File: config.mk
export PLATFORM = sky130hd
export DESIGN_NAME = decompress_stream
export DESIGN_NICKNAME = d
export VERILOG_FILES = /design/src/rtl/kyber_pkg.sv /design/src/rtl/decompress_lane.sv /design/src/rtl/decompress_stream.sv
export SDC_FILE = /design/constraint.sdc
export NUM_CORES = 1
export LEC_CHECK = 0
export CAP_MARGIN = 20
export CORE_ASPECT_RATIO = 0.5
export CORE_MARGIN = 2
export CORE_UTILIZATION = 40
export CTS_CLUSTER_DIAMETER = 150
export DETAILED_ROUTE_END_ITERATION = 8
export SLEW_MARGIN = 20
export SYNTH_ARGS = -nofsm -noshare
export SYNTH_HDL_FRONTEND = slang
export SYNTH_SLANG_ARGS = --single-unit
File: constraint.sdc
create_clock -name i_clk -period 8.8 [get_ports i_clk]
set_input_delay 1.76 -clock i_clk [delete_from_list [all_inputs] [get_ports i_clk]]
set_output_delay 1.76 -clock i_clk [all_outputs]
set_load 0.1 [all_outputs]
File: src/rtl/kyber_pkg.sv
// kyber_pkg: shared constants, state encoding and d-handling helpers for the
// Kyber decompress stream.
package kyber_pkg;

  localparam int KYBER_Q = 3329;
  localparam int KYBER_N = 256;
  localparam int LANES   = 4;
  localparam int LW      = 16;
  localparam int CW      = 12;
  localparam int PW      = 23;
  localparam int DW      = 4;
  localparam int CNTW    = 6;

  typedef enum logic [1:0] {
    IDLE = 2'd0,
    RUN  = 2'd1,
    DONE = 2'd2
  } state_e;

  // Widths 0 and 13..15 have no compressed meaning; they decode as plain 12-bit values.
  function automatic logic [DW-1:0] norm_d(input logic [DW-1:0] d);
    if (d == 4'd0 || d > 4'd12) return 4'd12;
    return d;
  endfunction

  // Low-d-bit mask for a normalised d (1..12).
  function automatic logic [CW-1:0] d_mask(input logic [DW-1:0] d);
    return CW'((13'd1 << d) - 13'd1);
  endfunction

endpackage

File: src/rtl/decompress_lane.sv
// decompress_lane: one coefficient lane. Stage 1 holds 3329*y (or y itself for
// d=12), stage 2 holds the rounded shift or the single mod-q subtraction.
module decompress_lane
  import kyber_pkg::*;
(
  input  logic          i_clk,
  input  logic          i_rst,
  input  logic          i_en,
  input  logic [CW-1:0] i_y,
  input  logic [DW-1:0] i_d,
  output logic [CW-1:0] o_coeff
);

  logic [PW-1:0] s1_q, s1_d;
  logic [DW-1:0] d1_q, d1_d;
  logic [CW-1:0] s2_q, s2_d;
  logic [CW-1:0] y_m;
  logic [PW:0]   rnd;
  logic [CW-1:0] shf;

  // Stage 1: mask to d bits and scale by q; d travels with the product.
  always_comb begin
    y_m  = i_y & d_mask(i_d);
    s1_d = s1_q;
    d1_d = d1_q;
    if (i_en) begin
      d1_d = i_d;
      if (i_d == 4'd12) s1_d = PW'(y_m);
      else              s1_d = PW'(y_m) * PW'(KYBER_Q);
    end
  end

  // Stage 2: round-half-up shift by d, or reduce a raw 12-bit value into [0, q-1].
  always_comb begin
    rnd  = {1'b0, s1_q} + ((PW+1)'(1) << (d1_q - 4'd1));
    shf  = CW'(rnd >> d1_q);
    s2_d = s2_q;
    if (i_en) begin
      if (d1_q == 4'd12)
        s2_d = (s1_q[CW-1:0] >= CW'(KYBER_Q)) ? s1_q[CW-1:0] - CW'(KYBER_Q) : s1_q[CW-1:0];
      else
        s2_d = shf;
    end
  end

  // Pipeline registers.
  always_ff @(posedge i_clk or posedge i_rst) begin
    if (i_rst) begin
      s1_q <= '0;
      d1_q <= '0;
      s2_q <= '0;
    end else begin
      s1_q <= s1_d;
      d1_q <= d1_d;
      s2_q <= s2_d;
    end
  end

  assign o_coeff = s2_q;

endmodule

File: src/rtl/decompress_stream.sv
// decompress_stream: streaming Kyber Decompress_d, 4 coefficients per beat,
// 64 beats per frame, 2-cycle pipeline with valid/ready back-pressure.
// Build macro DECOMPRESS_DEBUG_EN adds o_coeffs_debug, a capture of the whole
// output frame (coefficient 0 in the top 12 bits).
//
// state | meaning
// IDLE  | waiting for a frame's first beat; i_d is latched when it is accepted
// RUN   | accepting input and draining; input closes after 64 accepts
// DONE  | 64th output beat has transferred; o_done is high for this cycle
module decompress_stream
  import kyber_pkg::*;
(
  input  logic                  i_clk,
  input  logic                  i_rst,
  input  logic [LANES*LW-1:0]   i_coeffs,
  input  logic                  i_coeffs_valid,
  output logic                  o_coeffs_ready,
  input  logic [DW-1:0]         i_d,
  output logic [LANES*LW-1:0]   o_coeffs,
  output logic                  o_coeffs_valid,
  input  logic                  i_coeffs_ready,
  output logic                  o_done
`ifdef DECOMPRESS_DEBUG_EN
  ,
  output logic [KYBER_N*CW-1:0] o_coeffs_debug
`endif
);

  state_e          state_q, state_d;
  logic [CNTW-1:0] in_cnt_q, in_cnt_d;
  logic [CNTW-1:0] out_cnt_q, out_cnt_d;
  logic            in_full_q, in_full_d;
  logic [DW-1:0]   d_reg_q, d_reg_d;
  logic            v1_q, v1_d;
  logic            v2_q, v2_d;

  logic            en, accept, xfer;
  logic [DW-1:0]   d_in, d_lane;
  logic [CW-1:0]   lane_out [LANES];
  logic [LANES-1:0] unused_hi;

  // Handshakes; the first beat of a frame uses i_d directly since d_reg is loaded on that same edge.
  always_comb begin
    en             = !v2_q || i_coeffs_ready;
    o_coeffs_ready = en && (state_q != DONE) && !in_full_q;
    accept         = i_coeffs_valid && o_coeffs_ready;
    xfer           = v2_q && i_coeffs_ready;
    d_in           = norm_d(i_d);
    d_lane         = (state_q == IDLE) ? d_in : d_reg_q;
  end

  // Next-state, counters and pipeline valids.
  always_comb begin
    state_d   = state_q;
    in_cnt_d  = in_cnt_q;
    out_cnt_d = out_cnt_q;
    in_full_d = in_full_q;
    d_reg_d   = d_reg_q;
    v1_d      = v1_q;
    v2_d      = v2_q;
    if (en) begin
      v1_d = accept;
      v2_d = v1_q;
    end
    if (xfer) out_cnt_d = out_cnt_q + 6'd1;
    case (state_q)
      IDLE: begin
        if (accept) begin
          d_reg_d  = d_in;
          in_cnt_d = 6'd1;
          state_d  = RUN;
        end
      end
      RUN: begin
        if (accept) begin
          in_cnt_d = in_cnt_q + 6'd1;
          if (in_cnt_q == 6'd63) in_full_d = 1'b1;
        end
        if (xfer && out_cnt_q == 6'd63) begin
          in_full_d = 1'b0;
          state_d   = DONE;
        end
      end
      DONE:    state_d = IDLE;
      default: state_d = IDLE;
    endcase
  end

  // Control registers.
  always_ff @(posedge i_clk or posedge i_rst) begin
    if (i_rst) begin
      state_q   <= IDLE;
      in_cnt_q  <= '0;
      out_cnt_q <= '0;
      in_full_q <= 1'b0;
      d_reg_q   <= '0;
      v1_q      <= 1'b0;
      v2_q      <= 1'b0;
    end else begin
      state_q   <= state_d;
      in_cnt_q  <= in_cnt_d;
      out_cnt_q <= out_cnt_d;
      in_full_q <= in_full_d;
      d_reg_q   <= d_reg_d;
      v1_q      <= v1_d;
      v2_q      <= v2_d;
    end
  end

  for (genvar k = 0; k < LANES; k++) begin : g_lane
    decompress_lane u_lane (
      .i_clk   (i_clk),
      .i_rst   (i_rst),
      .i_en    (en),
      .i_y     (i_coeffs[LW*k +: CW]),
      .i_d     (d_lane),
      .o_coeff (lane_out[k])
    );
    assign o_coeffs[LW*k +: LW] = LW'(lane_out[k]);
    assign unused_hi[k]         = ^i_coeffs[LW*k+CW +: LW-CW];
  end

  assign o_coeffs_valid = v2_q;
  assign o_done         = (state_q == DONE);

`ifdef DECOMPRESS_DEBUG_EN
  logic [KYBER_N*CW-1:0] dbg_q, dbg_d;

  // Drop each transferred beat into its slot; coefficient n sits at 12*(255-n).
  always_comb begin
    dbg_d = dbg_q;
    if (xfer) begin
      for (int k = 0; k < LANES; k++)
        dbg_d[CW*(KYBER_N-1-(int'(out_cnt_q)*LANES+k)) +: CW] = lane_out[k];
    end
  end

  // Debug capture register.
  always_ff @(posedge i_clk or posedge i_rst) begin
    if (i_rst) dbg_q <= '0;
    else       dbg_q <= dbg_d;
  end

  assign o_coeffs_debug = dbg_q;
`endif

endmodule
# Word level (Yosys, flattened, before mapping)
# Index checks and enable logic that the tools add are counted.
# word_totals
out_inout_bits	67
wordCells	100
regBits	165
input_bits	72
# op_classes
n_addsub	12
reduce_logical	18
n_bitwise	4
n_mux	25
n_eq_ne	10
shift	6
order_cmp	5
multipliers	4
# ops
operator	n
adder 23 x 24 -> 24 bit	4
two-way mux 12 bit	8
>> shifter 24 x 4 -> 12 bit	4
multiplier 12 x 12 -> 23 bit, second input constant	4
two-way mux 23 bit	4
bitwise AND 12 bit	4
greater-or-equal comparator 12 bit, second input constant	4
subtractor 12 bit, second input constant	4
left shift 1 x 4 -> 24 bit, first input constant	1
adder 6 x 1 -> 6 bit, second input constant	2
equality test 6 bit, second input constant	2
two-way mux 4 bit	3
two-way mux 6 bit	2
one-hot mux 6 bit (2 select lines)	1
left shift 1 x 4 -> 12 bit, first input constant	1
subtractor 12 x 1 -> 12 bit, second input constant	1
equality test 4 bit, second input constant	2
inequality test 2 bit, second input constant	4
AND reduction 3 bit	2
nonzero test 2 bit	3
logical AND 1 bit	5
> comparator 4 bit, second input constant	1
logical NOT 4 bit	1
two-way mux 1 bit	4
9 further kinds	13

# Longest topological paths before layout
# Gate-level depths: netlist (run 1).
# logic_depth
word_depth	10
depth_mapped	28
ltp_nobuf	27

# Cells and area by module
# A second synthesis (run 1) with hierarchy kept.
# hier_totals
hier_cells	3067
area_unflattened_um2	24659.9
# modules_own_cells
module	cells_each	area_per_inst_um2	seq_area_each_um2	n_inst
decompress_lane (g_lane[1].u_lane ...)	764	6010.8	975.9	2
decompress_lane (g_lane[0].u_lane)	719	5776.8	975.9	1
decompress_lane (g_lane[3].u_lane)	695	5693.0	975.9	1
decompress_stream	125	1168.6	525.5	1

# Worst setup path after synthesis (run 1)
# Ideal clock, no wire load.
# synth_path
kind	input port to flip-flop
from	input i_d[2]
to	register g_lane[0].u_lane.s1_q[22]
setup_time_ns	0.121
setup_slack_ns	1.635
t_required_ns	8.679
cell_stages	27
t_arrival_ns	7.044
path_buffers	1
path_cell_list	nor3_1 nor2_1 a21oi_1 nor2_1 nand2_1 ha_1 clkbuf_1 xnor2_1 nand2_1 inv_1 ha_1 inv_1 fa_1 inv_1 ha_1 ha_1 ha_1 ha_1 a21o_1 a21oi_1 o21bai_1 a21oi_1 o21bai_1 a41o_1 o41ai_1 xnor2_1 a22o_1
# synth_between
elab_chain_cells	10
word_cells_on_any_way	12
classes_between	add/sub: 1; mul: 1; order compare: 1; eq/ne: 1; shift: 1; mux: 4; bitwise: 1; reduce/logical: 2
# synth_rtl
item	line_no	source
start: declaration	decompress_stream.sv:18	input logic [DW-1:0] i_d,
> comparator 4 bit / logical NOT 4 bit (equally long branches)	kyber_pkg.sv:22	if (d == 4'd0 || d > 4'd12) return 4'd12;
logical OR 1 bit	kyber_pkg.sv:22	
two-way mux 1 bit	kyber_pkg.sv:22	
two-way mux 4 bit *	kyber_pkg.sv:23	return d;
two-way mux 4 bit *	decompress_stream.sv:49	d_lane = (state_q == IDLE) ? d_in : d_reg_q;
left shift 1 x 4 -> 12 bit *	kyber_pkg.sv:28	return CW'((13'd1 << d) - 13'd1);
subtractor 12 x 1 -> 12 bit *	kyber_pkg.sv:28	
bitwise AND 12 bit *	decompress_lane.sv:23	y_m = i_y & d_mask(i_d);
via g_lane[0].u_lane.y_m[2]	decompress_lane.sv:17	logic [CW-1:0] y_m;
multiplier 12 x 12 -> 23 bit *	decompress_lane.sv:29	else s1_d = PW'(y_m) * PW'(KYBER_Q);
two-way mux 23 bit *	decompress_lane.sv:28	if (i_d == 4'd12) s1_d = PW'(y_m);
end signal: assignment	decompress_lane.sv:49	s1_q <= '0;
end signal: assignment	decompress_lane.sv:53	s1_q <= s1_d;
end: declaration	decompress_lane.sv:14	logic [PW-1:0] s1_q, s1_d;
# The timed path passes the listed nets; every way through them passes the cells marked *.
# A chain may end at the register's enable or synchronous reset.

# Worst setup path in the final report (run 1)
# layout_path
from	input i_d[3]
to	register g_lane[1].u_lane.s1_q[22]
# layout_between
elab_chain_cells	10
word_cells_on_any_way	12
classes_between	add/sub: 1; mul: 1; order compare: 1; eq/ne: 1; shift: 1; mux: 4; bitwise: 1; reduce/logical: 2
# layout_rtl
item	line_no
> comparator 4 bit / logical NOT 4 bit (equally long branches)	kyber_pkg.sv:22
logical OR 1 bit	kyber_pkg.sv:22
two-way mux 1 bit	kyber_pkg.sv:22
two-way mux 4 bit *	kyber_pkg.sv:23
two-way mux 4 bit *	decompress_stream.sv:49
left shift 1 x 4 -> 12 bit	kyber_pkg.sv:28
subtractor 12 x 1 -> 12 bit	kyber_pkg.sv:28
bitwise AND 12 bit	decompress_lane.sv:23
multiplier 12 x 12 -> 23 bit	decompress_lane.sv:29
two-way mux 23 bit *	decompress_lane.sv:28
end signal: assignment	decompress_lane.sv:49
end signal: assignment	decompress_lane.sv:53
end: declaration	decompress_lane.sv:14
# Every way passes the cells marked *; elsewhere a longest branch is shown, timed or not.

==> results of run 1 <==
==> sequential cells by signal (all words and copies together) (netlist names) <==
name                   flops
d_reg_q                    4
g_lane.u_lane.d1_q         4
g_lane.u_lane.o_coeff     48
g_lane.u_lane.s1_q        92
in_cnt_q                   6
in_full_q                  1
o_coeffs_valid             1
out_cnt_q                  6
state_q                    2
v1_q                       1
==> routing by layer <==
layer	up-vias	GRT usage [%]
met1	10500	42.8
met4	0	8.73
met3	133	8.09
met2	993	39.6
met5	-	0
li1	10200	-
==> worst paths after layout <==
kind,from,end,slack (ps),depth (start not counted)
min in group asynchronous,i_rst,in_cnt_q[3],1740,2
max,i_d[3],g_lane[1].u_lane.s1_q[22],830,28
min,out_cnt_q[2],out_cnt_q[2],470,1
max reg2reg,state_q[0],g_lane[1].u_lane.s1_q[22],2020,25
min reg2reg,out_cnt_q[2],out_cnt_q[2],470,1
max in group asynchronous,i_rst,g_lane[1].u_lane.d1_q[1],5630,3
==> cells in the mapped netlist, drive strengths merged (56+ instances only) <==
master and count:
nand2 283, nand3 70, nor2 230, inv 151
a21oi 189, mux2i 56, xnor2 137, clkbuf 113
dfrtp 165, nor3 58, ha 319, o21ai 154
==> logic make-up after synthesis <==
logic type | count (synthesis)
AO/OA/AOI/OAI | 824
XOR/XNOR | 180
adder cells (fa/ha/maj) | 359
buffers and inverters | 310
flip-flops | 165
multiplexers | 86
other | 1
AND/OR/NAND/NOR | 834
==> cell type report <==
type / count / area share (%)
multi-input combinational: 2299 / 68.8
sequential: 165 / 16.7
timing repair buffer: 154 / 5.80
tap: 756 / 3.83
inverter: 151 / 2.31
clock buffer: 19 / 1.79
clock inverter: 13 / 0.684
antenna: 2 / 0.0203
==> worst max-delay path: stages <==
cell and delay [ps]:
clkdlybuf4s50_1 510, nor3_1 60, nor2_1 260, a21oi_1 190, buf_4 210, nor2_1 190
nand2_1 100, ha_1 350, nor4_1 320, a21oi_1 60, o21ai_0 150, buf_4 190
nand2_1 290, fa_1 620, inv_1 40, ha_1 280, ha_1 290, ha_1 290
ha_1 340, a21o_1 200, a21oi_1 210, o21bai_1 110, a21oi_1 270, o21bai_1 130
a41o_1 280, o41ai_1 300, xnor2_1 120, a22o_1 200
==> through the flow <==
step	instance area (sq um)	util (%)	cells	hold slack, ps
floorplan	22400	-	2774	435
CTS	24700	44.6	3557	471
detailed placement	24100	43.5	3525	457
finish	24700	44.7	3559	470
global route	24700	44.6	3557	496
global placement	24100	43.5	3525	452
==> summary.md, run 1 <==
| Metric | Value |
|---|---|
| Status | finished, final reports clean |
| Commonest non-fill, non-tap cell in the layout | ha_1 |
| Drt initial violations | ~2.5k |
| Via Count | 21.8k |
| Flops & latches, synth | between 150 and 200 |
| Yosys top cell area share | a little under a fifth |
| CTS resizes | 0 |
| Largest family of logic cells by synthesized area | compound AO/OA/AOI/OAI gates |
| Top Layer Used | met4 |
| Final antenna-violating net count | 0 |
| Cells after Synth | approximately 2.8k |
| Sequential area share after synthesis | roughly 19% |
| Detailed placement HPWL | approximately 65000 um |
| GPL Wtd Cong | 1.00 |
| Global-route wire length before repair | 126000 um |
| Slew HR | a little under an eighth |
| Post-Synth Adder-Cell Area | about 21% |
| Most area-hungry cell type in the Yosys netlist | dfrtp_1 |
| CTS Buffer Depth | 2 |
| Worst skew pair latency | ~470 ps |
| Worst-Margin Slew | 1320 ps |
| Mean area per synthesized cell | slightly above 8 sq um |
| Area contributors post-synth | dfrtp_1, ha_1, xnor2_1 |
| Die area | slightly below 60000 sq um |
| Synth Cell Area | between 20000 and 25000 sq um |
| Area of the multi-input gates | about 17000 sq um |
| Synth Area in Compound Gates | between 20% and 30% |
| CTS tree | done |
| Die Height | approximately 170 um |
| Vias per cell | roughly 6.1 |
| Met2 WL | roughly 32000 um |
| Fillers | 5530 |
| Fin nets | between 3k and 4k |
| FP Rows | 61 |
| Worst-path clk slew | approximately 70 ps |
| IO Count | 139 |
| Post-route setup slack | 834 ps |
| MaxCap Viol Count | 0 |
| Crit. End Element | flip-flop |
| CTS H-tree depth | 4 |
| Yosys cell types | 98 |
| Setup WS pre-CTS | a little over 400 ps |
| TritonCTS buffer count | 17 |
| Fraction of layout cells with a size suffix above 1 | around 5.9% |
| Most frequent cells in the layout | ha_1, nand2_1, nor2_1, a21oi_1, dfrtp_1 |
| Largest net degree at the start of global routing | 150 |
| Routed len/inst | ~23 um |
| Worst Path Required | 9160 ps |
| Metal3 WL | roughly 8500 um |
| YS warnings | 0 |
| Drt first pass iters | 6 |
| Initial Utilization | between 40 and 50% |
| Setup TNS | 0 ps |
| Xor-xnor portion of the synthesized cell area | 7.07% |
| Skew final | between 15 and 20 ps |
| Hold_buf cts | 0 |
| Hold Path Class | flip-flop to flip-flop |
| Final setup fails | 0 |
| Main synth FF type | dfrtp_1 |
| Vias in the first global route | 20.2k |
| Synth async-reset ratio | 100% |
| Simple-gate share of the synthesized area | between 10% and 20% |
| PortBufs | about 110 |
| Drt drc | 0 |
| Detailed Route WL | 83100 um |
| Kind of critical path | input port to flip-flop |
| Highest Clock Rate | around 130 MHz |
| Die width | 338 um |
| Setup repair bufs after CTS | 0 |
| Wl on met1 | between 30000 and 40000 um |
| Area growth from synthesis to layout | 10.7% |
| Register area | about 4100 sq um |
| RSZ-0062 raised after global routing | false |
| Period Utilization, post-route | between 90% and 100% |
| Clock root buffer | clkbuf_16 |
| Core area | ~55000 sq um |
| Crit-path max FO | 13 |
| Min Tclk post-route | around 8000 ps |
| Final hold vios | 0 |
| Pins Over Slew Limit | 0 |
| Arrival time of the worst setup path | around 8300 ps |
| Clock Sinks | about 170 |
| Overall routing resource usage | between 20% and 30% |
| Element type at the critical path start | input port |
| Total gr overflow | 0 |
| Mux cell area share after synthesis | roughly 4.4% |
| Post-synth EDFFs | 0 |
| Antenna violations before repair | 0 |
Power of run 1 is left out: the tool's default activity adds up to more than one toggle a clock period on the data nets, which glitch-free logic cannot reach.
==> run 2: changes to the inputs <==
PLACE_DENSITY_LB_ADDON = 0.08   (was unset)
==> run 2 against run 1 <==
  * Setup slack gained 15 ps
  * Register-to-register slack worse by 180 ps
  * Critical path depth down 2
  * Via count increased by 0.18%
  * Sequential cell count unchanged
  * Utilization is 0.16 points lower
  * Routed wire length up 6.3%
  * Fmax up 0.19%
  * Clock skew hardly changed
  * Sequential share of layout area grew 0.060 points
  * Hold slack lost 10 ps
==> summary.md, run 2 (same netlist as run 1, synthesis figures left out) <==
| Metric | Value |
|---|---|
| Status | finished, final reports clean |
| Hold Path Class | flip-flop to flip-flop |
| Most frequent cells in the layout | ha_1, nand2_1, nor2_1, a21oi_1, dfrtp_1 |
| Vias per cell | 6.16 |
| Clock Sinks | 165 |
| Worst-Margin Slew | around 1200 ps |
| Min Tclk post-route | approximately 8000 ps |
| Drt first pass iters | 8 |
| Arrival time of the worst setup path | approximately 8300 ps |
| Die width | roughly 340 um |
| PortBufs | 106 |
| CTS H-tree depth | 4 |
| Vias in the first global route | slightly below 20k |
| Worst Path Required | 9160 ps |
| Fillers | 5631 |
| Post-layout util | between 40% and 50% |
| MaxCap Viol Count | 0 |
| Global-route wire length before repair | ~130000 um |
| GPL Wtd Cong | a little under 1 |
| Hold_buf cts | 0 |
| Period Utilization, post-route | between 90 and 100% |
| Overall routing resource usage | 30.4% |
| CTS resizes | 0 |
| Drt drc | 0 |
| Drt initial violations | between 2k and 2.5k |
| Slew HR | around a fifth |
| Largest register FFs | 92 |
| Fraction of layout cells with a size suffix above 1 | 5.73% |
| Initial Utilization | between 40 and 50% |
| Largest net degree at the start of global routing | 80 |
| Fin nets | between 3k and 4k |
| FP Rows | approximately 60 |
| Setup repair bufs after CTS | 0 |
| Commonest non-fill, non-tap cell in the layout | ha_1 |
| Kind of critical path | input port to flip-flop |
| Setup WS pre-CTS | around 450 ps |
| Highest Clock Rate | ~130 MHz |
| Detailed Route WL | 88300 um |
| Crit. End Element | flip-flop |
| Element type at the critical path start | input port |
| CTS tree | done |
| Die Height | 171 um |
| Detailed placement HPWL | 68300 um |
| Core area | about 55000 sq um |
| Worst skew pair latency | roughly 480 ps |
| Ant. Diodes | 0 |
| Final antenna-violating net count | 0 |
| Via Count | between 20k and 25k |
| Clock root buffer | clkbuf_16 |
| Worst-path clk slew | 80 ps |
| Final setup fails | 0 |
| Skew final | ~17 ps |
| Die area | approximately 58000 sq um |
| Routed len/inst | approximately 25 um |
| Area growth from synthesis to layout | 10.4% |
| Antenna violations before repair | 0 |
| Setup TNS | 0 ps |
| Crit-path max FO | 13 |
| Total gr overflow | 0 |
| CTS Buffer Depth | 2 |
| Biggest register | g_lane.u_lane.s1_q |
| Pins Over Slew Limit | 0 |
| TritonCTS buffer count | 17 |
| IO Count | about 140 |
| RSZ-0062 raised after global routing | false |
| Final hold vios | 0 |
| Post-route setup slack | around 850 ps |
[run 2: layer usage]
layer	wire length [um]	track usage, %	up-vias
met2	34400	42.0	1013
met3	8950	7.64	88
met4	1760	6.71	0
met5	0	0	-
met1	43100	46.5	10600
li1	-	-	10200
[run 2: metrics by stage]
step	hold slack, ps	instance area [sq um]	cells
6_report	459	24600	3548
5_1_grt	487	24600	3548
4_1_cts	461	24600	3548
3_5_place_dp	444	24000	3516
3_3_place_gp	448	24000	3516
2_1_floorplan	435	22400	2774
[run 2: worst paths after layout]
check / start / endpoint / slack, ps / depth (start not counted)
max: i_d[2] / g_lane[1].u_lane.s1_q[22] / 850 / 26
min: v1_q / o_coeffs_valid / 460 / 1
max reg2reg: state_q[0] / g_lane[1].u_lane.s1_q[22] / 1840 / 25
min reg2reg: v1_q / o_coeffs_valid / 460 / 1
max in group asynchronous: i_rst / g_lane[1].u_lane.o_coeff[1] / 5740 / 3
min in group asynchronous: i_rst / g_lane[0].u_lane.s1_q[19] / 1820 / 2
[run 2: final cells by class]
type	instances	area [sq um]	area share (%)
clock buffer	19	433	1.76
tap	756	946	3.84
inverter	151	572	2.32
timing repair buffer	145	1370	5.55
multi-input combinational	2299	17000	69.1
clock inverter	13	146	0.595
sequential	165	4130	16.8
[run 2: worst max-delay path, cell delays in order]
cell,delay (ps)
clkdlybuf4s50_1,510
a21boi_0,170
mux2_2,360
nor2_1,220
nand2_1,280
ha_1,440
nor4_1,310
a21oi_1,60
o21ai_0,160
buf_4,190
nand2_1,190
fa_1,580
inv_1,40
ha_1,280
ha_1,310
ha_1,300
ha_1,340
a21o_1,190
a21oi_1,220
o21bai_1,90
a21oi_1,250
o21bai_1,130
a41o_1,280
o41ai_1,320
xnor2_1,120
a22o_1,200
Power of run 2 is left out for the same reason.
